[config.mk]
export PLATFORM = sky130hd
export DESIGN_NAME = trdb_stream_arbiter
export DESIGN_NICKNAME = d
export VERILOG_FILES = /design/src/rtl/trdb_pkg.sv /design/src/rtl/trdb_stream_slice.sv /design/src/rtl/trdb_stream_arbiter.sv
export SDC_FILE = /design/constraint.sdc
export NUM_CORES = 1
export LEC_CHECK = 0
export ABC_CLOCK_PERIOD_IN_PS = 2300
export CORE_MARGIN = 4
export CORE_UTILIZATION = 37
export DETAILED_ROUTE_END_ITERATION = 8
export GPL_TIMING_DRIVEN = 0
export HOLD_SLACK_MARGIN = 0.08
export PLACE_DENSITY = 0.84
export SLEW_MARGIN = 40
export SYNTH_ARGS = -nofsm -noshare
export SYNTH_HDL_FRONTEND = slang
export SYNTH_HIERARCHICAL = 1
export SYNTH_SLANG_ARGS = --single-unit
[constraint.sdc]
create_clock -name clk_i -period 2.3 [get_ports clk_i]
set_input_delay 0.575 -clock clk_i [delete_from_list [all_inputs] [get_ports clk_i]]
set_output_delay 0.575 -clock clk_i [all_outputs]
set_load 0.01 [all_outputs]
[src/rtl/trdb_pkg.sv]
// Shared types and constants for the trace stream arbiter.
// Holds the source tags, the arbiter FSM states and the starvation counter defaults.
package trdb_pkg;

  typedef enum logic [1:0] {
    TRDB_SRC_TRC = 2'd0,
    TRDB_SRC_TIM = 2'd1,
    TRDB_SRC_SW  = 2'd2
  } trdb_src_e;

  typedef enum logic [2:0] {
    TRDB_ARB_IDLE,
    TRDB_ARB_LOCK_TRC,
    TRDB_ARB_LOCK_TIM,
    TRDB_ARB_DRAIN,
    TRDB_ARB_FLUSH_ACK
  } trdb_arb_state_e;

  localparam int unsigned TRDB_ARB_MAX_WAIT = 64;
  localparam int unsigned TRDB_ARB_CNT_W    = 8;

endpackage

[src/rtl/trdb_stream_slice.sv]
// One-entry registered valid/ready stage; accepts a new word whenever it is empty
// or its current word is leaving in the same cycle.
module trdb_stream_slice #(
  parameter int unsigned WIDTH = 35
) (
  input  logic             clk_i,
  input  logic             rst_ni,
  input  logic [WIDTH-1:0] in_data_i,
  input  logic             in_valid_i,
  output logic             in_ready_o,
  output logic [WIDTH-1:0] out_data_o,
  output logic             out_valid_o,
  input  logic             out_ready_i
);

  logic [WIDTH-1:0] r_data;
  logic             r_valid;

  assign in_ready_o  = ~r_valid | out_ready_i;
  assign out_data_o  = r_data;
  assign out_valid_o = r_valid;

  // The payload only changes on a load, so a stalled word stays stable.
  always_ff @(posedge clk_i) begin
    if (!rst_ni) begin
      r_valid <= 1'b0;
      r_data  <= '0;
    end else if (in_valid_i && in_ready_o) begin
      r_valid <= 1'b1;
      r_data  <= in_data_i;
    end else if (out_ready_i) begin
      r_valid <= 1'b0;
    end
  end

endmodule

[src/rtl/trdb_stream_arbiter.sv]
// Packet-boundary arbiter merging trace, timer and software words into one tagged
// stream, with a drain-then-confirm flush sequence.
module trdb_stream_arbiter
  import trdb_pkg::*;
#(
  parameter int unsigned DATA_WIDTH = 32,
  parameter int unsigned MAX_WAIT   = TRDB_ARB_MAX_WAIT
) (
  input  logic                  clk_i,
  input  logic                  rst_ni,
  input  logic                  enable_i,
  input  logic [DATA_WIDTH-1:0] trc_data_i,
  input  logic                  trc_valid_i,
  input  logic                  trc_last_i,
  output logic                  trc_grant_o,
  input  logic [DATA_WIDTH-1:0] tim_data_i,
  input  logic                  tim_valid_i,
  input  logic                  tim_last_i,
  output logic                  tim_grant_o,
  input  logic [DATA_WIDTH-1:0] sw_data_i,
  input  logic                  sw_valid_i,
  output logic                  sw_grant_o,
  output logic [DATA_WIDTH-1:0] out_data_o,
  output logic [1:0]            out_src_o,
  output logic                  out_last_o,
  output logic                  out_valid_o,
  input  logic                  out_ready_i,
  input  logic                  flush_req_i,
  output logic                  flush_confirm_o
);

  localparam int unsigned PW = DATA_WIDTH + 3;
  localparam logic [TRDB_ARB_CNT_W-1:0] MAX_WAIT_C = TRDB_ARB_CNT_W'(MAX_WAIT);

  trdb_arb_state_e           r_state;
  trdb_arb_state_e           w_state_next;
  logic [TRDB_ARB_CNT_W-1:0] r_starv_cnt;
  logic                      r_flush_mask;
  logic                      w_flush;
  logic                      w_can_load;
  logic                      w_sel_trc;
  logic                      w_sel_tim;
  logic                      w_sel_sw;
  logic                      w_any_grant;
  logic [DATA_WIDTH-1:0]     w_mux_data;
  trdb_src_e                 w_mux_src;
  logic                      w_mux_last;
  logic [PW-1:0]             w_slice_out;

  // A flush still asserted right after its confirm is ignored for one cycle.
  assign w_flush = flush_req_i & ~r_flush_mask;

  always_ff @(posedge clk_i) begin
    if (!rst_ni) begin
      r_state      <= TRDB_ARB_IDLE;
      r_flush_mask <= 1'b0;
    end else begin
      r_state      <= w_state_next;
      r_flush_mask <= (r_state == TRDB_ARB_FLUSH_ACK);
    end
  end

  always_comb begin
    w_state_next = r_state;
    case (r_state)
      TRDB_ARB_IDLE: begin
        if (trc_grant_o && !trc_last_i)      w_state_next = TRDB_ARB_LOCK_TRC;
        else if (tim_grant_o && !tim_last_i) w_state_next = TRDB_ARB_LOCK_TIM;
        else if (w_flush)                    w_state_next = TRDB_ARB_DRAIN;
      end
      TRDB_ARB_LOCK_TRC: begin
        if (trc_grant_o && trc_last_i)
          w_state_next = w_flush ? TRDB_ARB_DRAIN : TRDB_ARB_IDLE;
      end
      TRDB_ARB_LOCK_TIM: begin
        if (tim_grant_o && tim_last_i)
          w_state_next = w_flush ? TRDB_ARB_DRAIN : TRDB_ARB_IDLE;
      end
      TRDB_ARB_DRAIN: begin
        if (!out_valid_o || out_ready_i) w_state_next = TRDB_ARB_FLUSH_ACK;
      end
      default: w_state_next = TRDB_ARB_IDLE;
    endcase
  end

  always_comb begin
    w_sel_trc = 1'b0;
    w_sel_tim = 1'b0;
    w_sel_sw  = 1'b0;
    case (r_state)
      TRDB_ARB_IDLE: begin
        if (enable_i && !w_flush) begin
          if (sw_valid_i && (r_starv_cnt == MAX_WAIT_C)) w_sel_sw  = 1'b1;
          else if (trc_valid_i)                          w_sel_trc = 1'b1;
          else if (tim_valid_i)                          w_sel_tim = 1'b1;
          else if (sw_valid_i)                           w_sel_sw  = 1'b1;
        end
      end
      TRDB_ARB_LOCK_TRC: w_sel_trc = trc_valid_i;
      TRDB_ARB_LOCK_TIM: w_sel_tim = tim_valid_i;
      default: ;
    endcase
  end

  assign trc_grant_o     = w_sel_trc & w_can_load & rst_ni;
  assign tim_grant_o     = w_sel_tim & w_can_load & rst_ni;
  assign sw_grant_o      = w_sel_sw & w_can_load & rst_ni;
  assign w_any_grant     = trc_grant_o | tim_grant_o | sw_grant_o;
  assign flush_confirm_o = (r_state == TRDB_ARB_FLUSH_ACK);

  always_ff @(posedge clk_i) begin
    if (!rst_ni) begin
      r_starv_cnt <= '0;
    end else if (enable_i) begin
      if (sw_grant_o)                                  r_starv_cnt <= '0;
      else if (sw_valid_i && r_starv_cnt != MAX_WAIT_C) r_starv_cnt <= r_starv_cnt + 1'b1;
    end
  end

  always_comb begin
    w_mux_data = trc_data_i;
    w_mux_src  = TRDB_SRC_TRC;
    w_mux_last = trc_last_i;
    if (tim_grant_o) begin
      w_mux_data = tim_data_i;
      w_mux_src  = TRDB_SRC_TIM;
      w_mux_last = tim_last_i;
    end else if (sw_grant_o) begin
      w_mux_data = sw_data_i;
      w_mux_src  = TRDB_SRC_SW;
      w_mux_last = 1'b1;
    end
  end

  trdb_stream_slice #(
    .WIDTH(PW)
  ) u_slice (
    .clk_i      (clk_i),
    .rst_ni     (rst_ni),
    .in_data_i  ({w_mux_data, w_mux_src, w_mux_last}),
    .in_valid_i (w_any_grant),
    .in_ready_o (w_can_load),
    .out_data_o (w_slice_out),
    .out_valid_o(out_valid_o),
    .out_ready_i(out_ready_i)
  );

  assign out_data_o = w_slice_out[PW-1:3];
  assign out_src_o  = w_slice_out[2:1];
  assign out_last_o = w_slice_out[0];

endmodule
Word level (Yosys, flattened, before mapping)
Cells that the tools add are included.
{ "word_totals": {"register_bits": 48, "in_bits": 106, "out_inout_bits": 40, "wordCells": 79} }
{ "op_classes": {"add_sub_neg": 1, "eq_ne": 10, "mux": 33, "n_bitwise": 12, "reduce_logical": 18} }
{ "ops": {"columns": ["op", "count"], "rows": [
  ["$mux W32", 2],
  ["$mux W3", 6],
  ["$mux W1", 17],
  ["$mux W8", 2],
  ["$pmux W3 S4", 1],
  ["$add A8 B1 Y8 const B", 1],
  ["$eq A8 B7 Y1 const B", 1],
  ["$logic_and A1 B1 Y1", 8],
  ["$ne A8 B7 Y1 const B", 1],
  ["$and A1 B1 Y1", 7],
  ["$eq A3 B2 Y1 const B", 2],
  ["$mux W2", 3],
  ["$ne A2 B2 Y1 const B", 3],
  ["$logic_not A1 Y1", 4],
  ["$ne A4 B4 Y1 const B", 1],
  ["$pmux W1 S2", 2],
  ["$reduce_and A4 Y1", 1],
  ["$reduce_bool A2 Y1", 2],
  ["$eq A3 B1 Y1 const B", 1],
  ["$eq A3 B3 Y1 const B", 1],
  ["$logic_not A3 Y1", 1],
  ["$or A1 B1 Y1", 3],
  ["$not A1 Y1", 2],
  ["$reduce_and A2 Y1", 1],
  ["$logic_or A1 B1 Y1", 1]
]} }

Depth between registers and ports, before layout
{ "depth": {"ltp_word": 12, "mapped_depth": 11} }

By module
Netlist, hierarchy kept.
{ "by_module_without_submodules": {"columns": ["module", "n_inst", "cells_per_inst", "area_each_um2", "seq_area_each_um2"], "rows": [
  ["trdb_stream_arbiter", 1, 184, 1487.7, 240.2],
  ["trdb_stream_slice", 1, 157, 1480.2, 720.7]
]} }

Worst setup path before layout
OpenSTA, ideal clock, no wires.
{ "synth_path": {"path_kind": "flip-flop to flip-flop", "start": "register r_starv_cnt[0]", "end": "register u_slice.r_data[0] (netlist: u_slice/out_data_o[0])", "setup_time_ps": 72, "arrival_time_ps": 2171, "t_required_ps": 2228, "setup_slack_ps": 57, "stages_incl_launch_ff": 12, "path_cell_list": "dfxtp_1 inv_1 ha_1 a41o_1 o31ai_4 a22oi_2 buf_6 nand2b_1 and2_4 buf_12 buf_12 mux2i_1"} }
{ "synth_between": {"elab_chain_cells": 10, "elab_cells_between_ends": 22, "cone_classes": "eq/ne (1); mux (11); bitwise (8); reduce/logical (2)"} }
{ "synth_lines": {"columns": ["item", "line_no", "rtl"], "rows": [
  ["from (decl)", "trdb_stream_arbiter.sv:37", "logic [TRDB_ARB_CNT_W-1:0] r_starv_cnt;"],
  ["from (signal assigned)", "trdb_stream_arbiter.sv:116", "else if (sw_valid_i && r_starv_cnt != MAX_WAIT_C) r_starv_cnt <= r_starv_cnt + 1'b1;"],
  ["$eq A8 B7 Y1 (*)", "trdb_stream_arbiter.sv:93", "if (sw_valid_i && (r_starv_cnt == MAX_WAIT_C)) w_sel_sw = 1'b1;"],
  ["$logic_and A1 B1 Y1 (*)", "trdb_stream_arbiter.sv:93", null],
  ["$mux W1", "trdb_stream_arbiter.sv:93", null],
  ["$mux W1", "trdb_stream_arbiter.sv:92", "if (enable_i && !w_flush) begin"],
  ["$pmux W1 S2", "trdb_stream_arbiter.sv:90", "case (r_state)"],
  ["$and A1 B1 Y1, on equally long branches (2 in a row)", "trdb_stream_arbiter.sv:105, trdb_stream_arbiter.sv:106", null],
  ["$or A1 B1 Y1", "trdb_stream_arbiter.sv:108", "assign w_any_grant = trc_grant_o | tim_grant_o | sw_grant_o;"],
  ["$or A1 B1 Y1 (*)", "trdb_stream_arbiter.sv:108", null],
  ["net w_any_grant", "trdb_stream_arbiter.sv:44", "logic w_any_grant;"],
  ["$logic_and A1 B1 Y1 (*)", "trdb_stream_slice.sv:28", "end else if (in_valid_i && in_ready_o) begin"],
  ["to (signal assigned)", "trdb_stream_slice.sv:30", "r_data <= in_data_i;"],
  ["to (decl)", "trdb_stream_slice.sv:16", "logic [WIDTH-1:0] r_data;"]
]} }
Mark *: on every way through the listed nets, which the timed path passes. The rest lies on a longest branch.
A chain may end at the register's enable or synchronous reset.

Worst setup path in the final report
{ "layout_path": {"start": "register r_starv_cnt[7]", "end": "output port tim_grant_o"} }
{ "layout_between": {"elab_chain_cells": 7} }
{ "layout_lines": {"columns": ["item", "line_no", "rtl"], "rows": [
  ["$eq A8 B7 Y1", "trdb_stream_arbiter.sv:93", null],
  ["$logic_and A1 B1 Y1", "trdb_stream_arbiter.sv:93", null],
  ["$mux W1", "trdb_stream_arbiter.sv:93", null],
  ["$mux W1", "trdb_stream_arbiter.sv:92", null],
  ["$pmux W1 S2", "trdb_stream_arbiter.sv:90", null],
  ["$and A1 B1 Y1 (2 in a row)", "trdb_stream_arbiter.sv:106", "assign tim_grant_o = w_sel_tim & w_can_load & rst_ni;"],
  ["to (decl)", "trdb_stream_arbiter.sv:19", "output logic tim_grant_o,"]
]} }
No other way between the ends.

==> reports/summary.txt <==
n_diodes: 0
Min Hold Slack: 0.460 ns
first-pass GRT wire length: 17600 um
post-DP HPWL: 7830 um
Cell Pwr Density: 622 mW/mm2
clock latency on the worst-skew pair: 0.29 ns
die extent in y: 97.6 um
Post-synth EDFFs: 0
critical path capture point type: output pin
Slew HR: 61.3%
H-Tree Depth: 2
Initial Util: 38.2%
CTS Sinks: 48
CTS tree: yes
leak pwr: 2.10 nW
Syn Area/Cell: 8.70 um2
cell count after synthesis: 341
RSZ-0062 raised after global routing: yes
Placed Cells: 588
required time of the critical path: 1.73 ns
Max Slew Vio Count: 0
startpoint types: flip-flop
outcome: complete, but fails checks
layout cells sized above 1: 19.4%
cell chosen for the clock root: clkbuf_8
initial antenna violation count: 0
antenna-violating nets left: 0
clock transition at the registers of the reported paths: 0.09 ns
Synth warnings: 6
fin cells: 633
worst hold stages: 2
crit path max fanout: 3
Max IR drop VDD: 0.334 mV
largest net degree at the start of global routing: 21
WL/cell: 17.8 um
io pins: 146
area of the multi-input gates: 0.00185 mm2
Hold Path Class: reg -> reg
Synth area leader: dfxtp_1
period utilization: 106%
setup violators final: 34
gr usage total: 22.6%
drt drc: 0
Final #Nets: 638
core region area: 0.00777 mm2
Final Hold Violating Endpoints: 0
cts hold-fix bufs: 0
Synthesized Nets: 449
Synth Cell Area: 0.00297 mm2
final WL: 11300 um
#FFs+latches synth: 48
area growth from synthesis to layout: 72.6%
Num CTS Buffers: 5
vias per cell: 5.50
post-route minimum period: 2.43 ns
DRT Pass-1 Iters: 4
die width: 97.6 um
Routability Congestion: 0.887
Netlist cell types: 46
share of flip-flops with an asynchronous set or reset: 0%
Worst-Margin Slew: 0.581 ns
Max Cap Viol: 0
f_max: 0.412 GHz
final worst-path setup slack: -0.127 ns
die area: 0.00952 mm2
Layout fillers: 623
top-area cell type share of the netlist area: 32.4%
synth top area cells: dfxtp_1 (32%), mux2i_1 (12%), a221o_1 (11%)
port buffer count: 145
vias in the first global route: 3531
clock skew: 0.00339 ns
CP arrival: 1.85 ns
register area share after synthesis: 32.4%
register area: 981 um2
num rows: 32
ys flop type: dfxtp_1
failing checks: negative setup slack
Worst Reg2Reg Path Length in Cells: 11
grt total ovfl: 0
Starting DRT DRC Count: 178
Max Root-Sink Buffers: 2
DR vias: 3483
kind of critical path: reg -> out
==> placed cells by master (no fill, tap or decap), types with 2 or more instances in the layout <==
| cell | n |
|---|---|
| dlygate4sd2_1 | 5 |
| a21boi_0 | 2 |
| dfxtp_2 | 7 |
| dfxtp_1 | 38 |
| nand2_1 | 78 |
| buf_4 | 34 |
| buf_16 | 3 |
| a21oi_1 | 4 |
| nand3_1 | 8 |
| a221o_1 | 32 |
| mux2i_1 | 35 |
| clkbuf_8 | 8 |
| nand2b_4 | 3 |
| and2_1 | 2 |
| xor2_1 | 5 |
| inv_1 | 4 |
| nor4b_4 | 2 |
| nand2b_1 | 2 |
| and2_4 | 2 |
| clkbuf_1 | 8 |
| nor2_1 | 13 |
| nand4_1 | 5 |
| buf_2 | 4 |
| and4b_1 | 2 |
| dfxtp_4 | 3 |
| buf_6 | 10 |
| inv_2 | 3 |
| clkinv_2 | 2 |
| clkdlybuf4s50_1 | 135 |
| o22ai_1 | 2 |
| and3_1 | 36 |
| buf_12 | 5 |
==> synth_stat cells, types with 2 or more instances <==
master / count
dfxtp_1: 48
buf_2: 3
nor2_1: 13
xor2_1: 5
buf_12: 4
ha_1: 2
nand4_1: 5
clkbuf_1: 13
mux2i_1: 35
and2_1: 3
a221o_1: 32
and3_1: 37
nand2b_1: 4
and4b_1: 2
buf_6: 6
inv_1: 6
nand3_1: 9
nand2_1: 79
o22ai_1: 2
a21boi_0: 2
nor4b_4: 2
a21oi_1: 5
==> path summary, 6_finish.rpt <==
path	slack, ns	start	endpoint
hold / removal	0.46	u_slice/out_data_o[34]	u_slice/out_data_o[34]
setup / recovery	-0.13	r_starv_cnt[7]	tim_grant_o
setup reg to reg	-0.08	r_starv_cnt[7]	u_slice/out_data_o[17]
hold reg to reg	0.46	u_slice/out_data_o[34]	u_slice/out_data_o[34]
==> cell families (layout without fill, tap and decap cells) <==
logic type	count (synthesis)	count (layout)	synth area share, %
and+or+nand+nor	165	165	28.9
DFF	48	48	32.4
adders and majority gates	2	2	0.843
muxes	35	35	11.8
xor gates and xnor gates	5	5	1.48
buffers and inverters	33	223	8.01
AOI/OAI and AO/OA	53	53	16.6
==> worst max-delay path, cell delays in order (launching register included) <==
cell and delay [ns]:
dfxtp_2 0.35, nor4b_4 0.41, a41o_1 0.29, o31ai_4 0.08, clkbuf_8 0.15, and2_4 0.15, buf_6 0.12
==> per-stage QoR <==
| stage | setup WS, ns | total power [mW] | area, um2 | utilization [%] | setup TNS, ns |
|---|---|---|---|---|---|
| after floorplan | 0.0570 | 1.77 | 2970 | - | 0 |
| after global placement | -1.24 | 2.31 | 4550 | 58.5 | -30.04 |
| after detailed placement | -1.27 | 2.35 | 4550 | 58.5 | -32.44 |
| after CTS | -0.0604 | 3.10 | 5010 | 64.5 | -0.157 |
| after global routing | -0.158 | 3.34 | 5120 | 65.9 | -4.22 |
| final | -0.127 | 3.19 | 5120 | 65.9 | -2.07 |
==> flip-flops by register name, indices dropped and copies added (netlist names) <==
signal and cells:
r_flush_mask 1, r_state 3, r_starv_cnt 8, u_slice/out_data_o 35, u_slice/out_valid_o 1
==> where the power goes <==
group | internal, mW | switching [mW]
sequential | 0.957 | 0.0902
combinational | 0.941 | 0.681
clock | 0.240 | 0.277
==> layout make-up <==
| cell class | count | area share, % |
|---|---|---|
| Multi-Input combinational cell | 260 | 36.2 |
| Timing Repair Buffer | 185 | 35.8 |
| Sequential cell | 48 | 19.2 |
| Buffer | 23 | 4.06 |
| Tap cell | 102 | 2.49 |
| Clock buffer | 6 | 1.61 |
| Inverter | 7 | 0.513 |
| Clock inverter | 2 | 0.195 |
==> layer usage <==
layer  vias to the layer above  wire length (um)  GRT usage, %
met1                      1642              4210          24.8
met3                        38               793          4.74
li1                       1634                 -             -
met4                         0               333          6.60
met5                         -                 0             0
met2                       169              5960          43.2
==> timing repair <==
item                       4_1_cts  5_1_grt
gates resized for setup         63        6
pin swaps                       11        7
gates cloned                     3        0
setup endpoints to repair       39       39
setup buffers                   28       10
No activity file was read; power rests on OpenSTA's default activity.
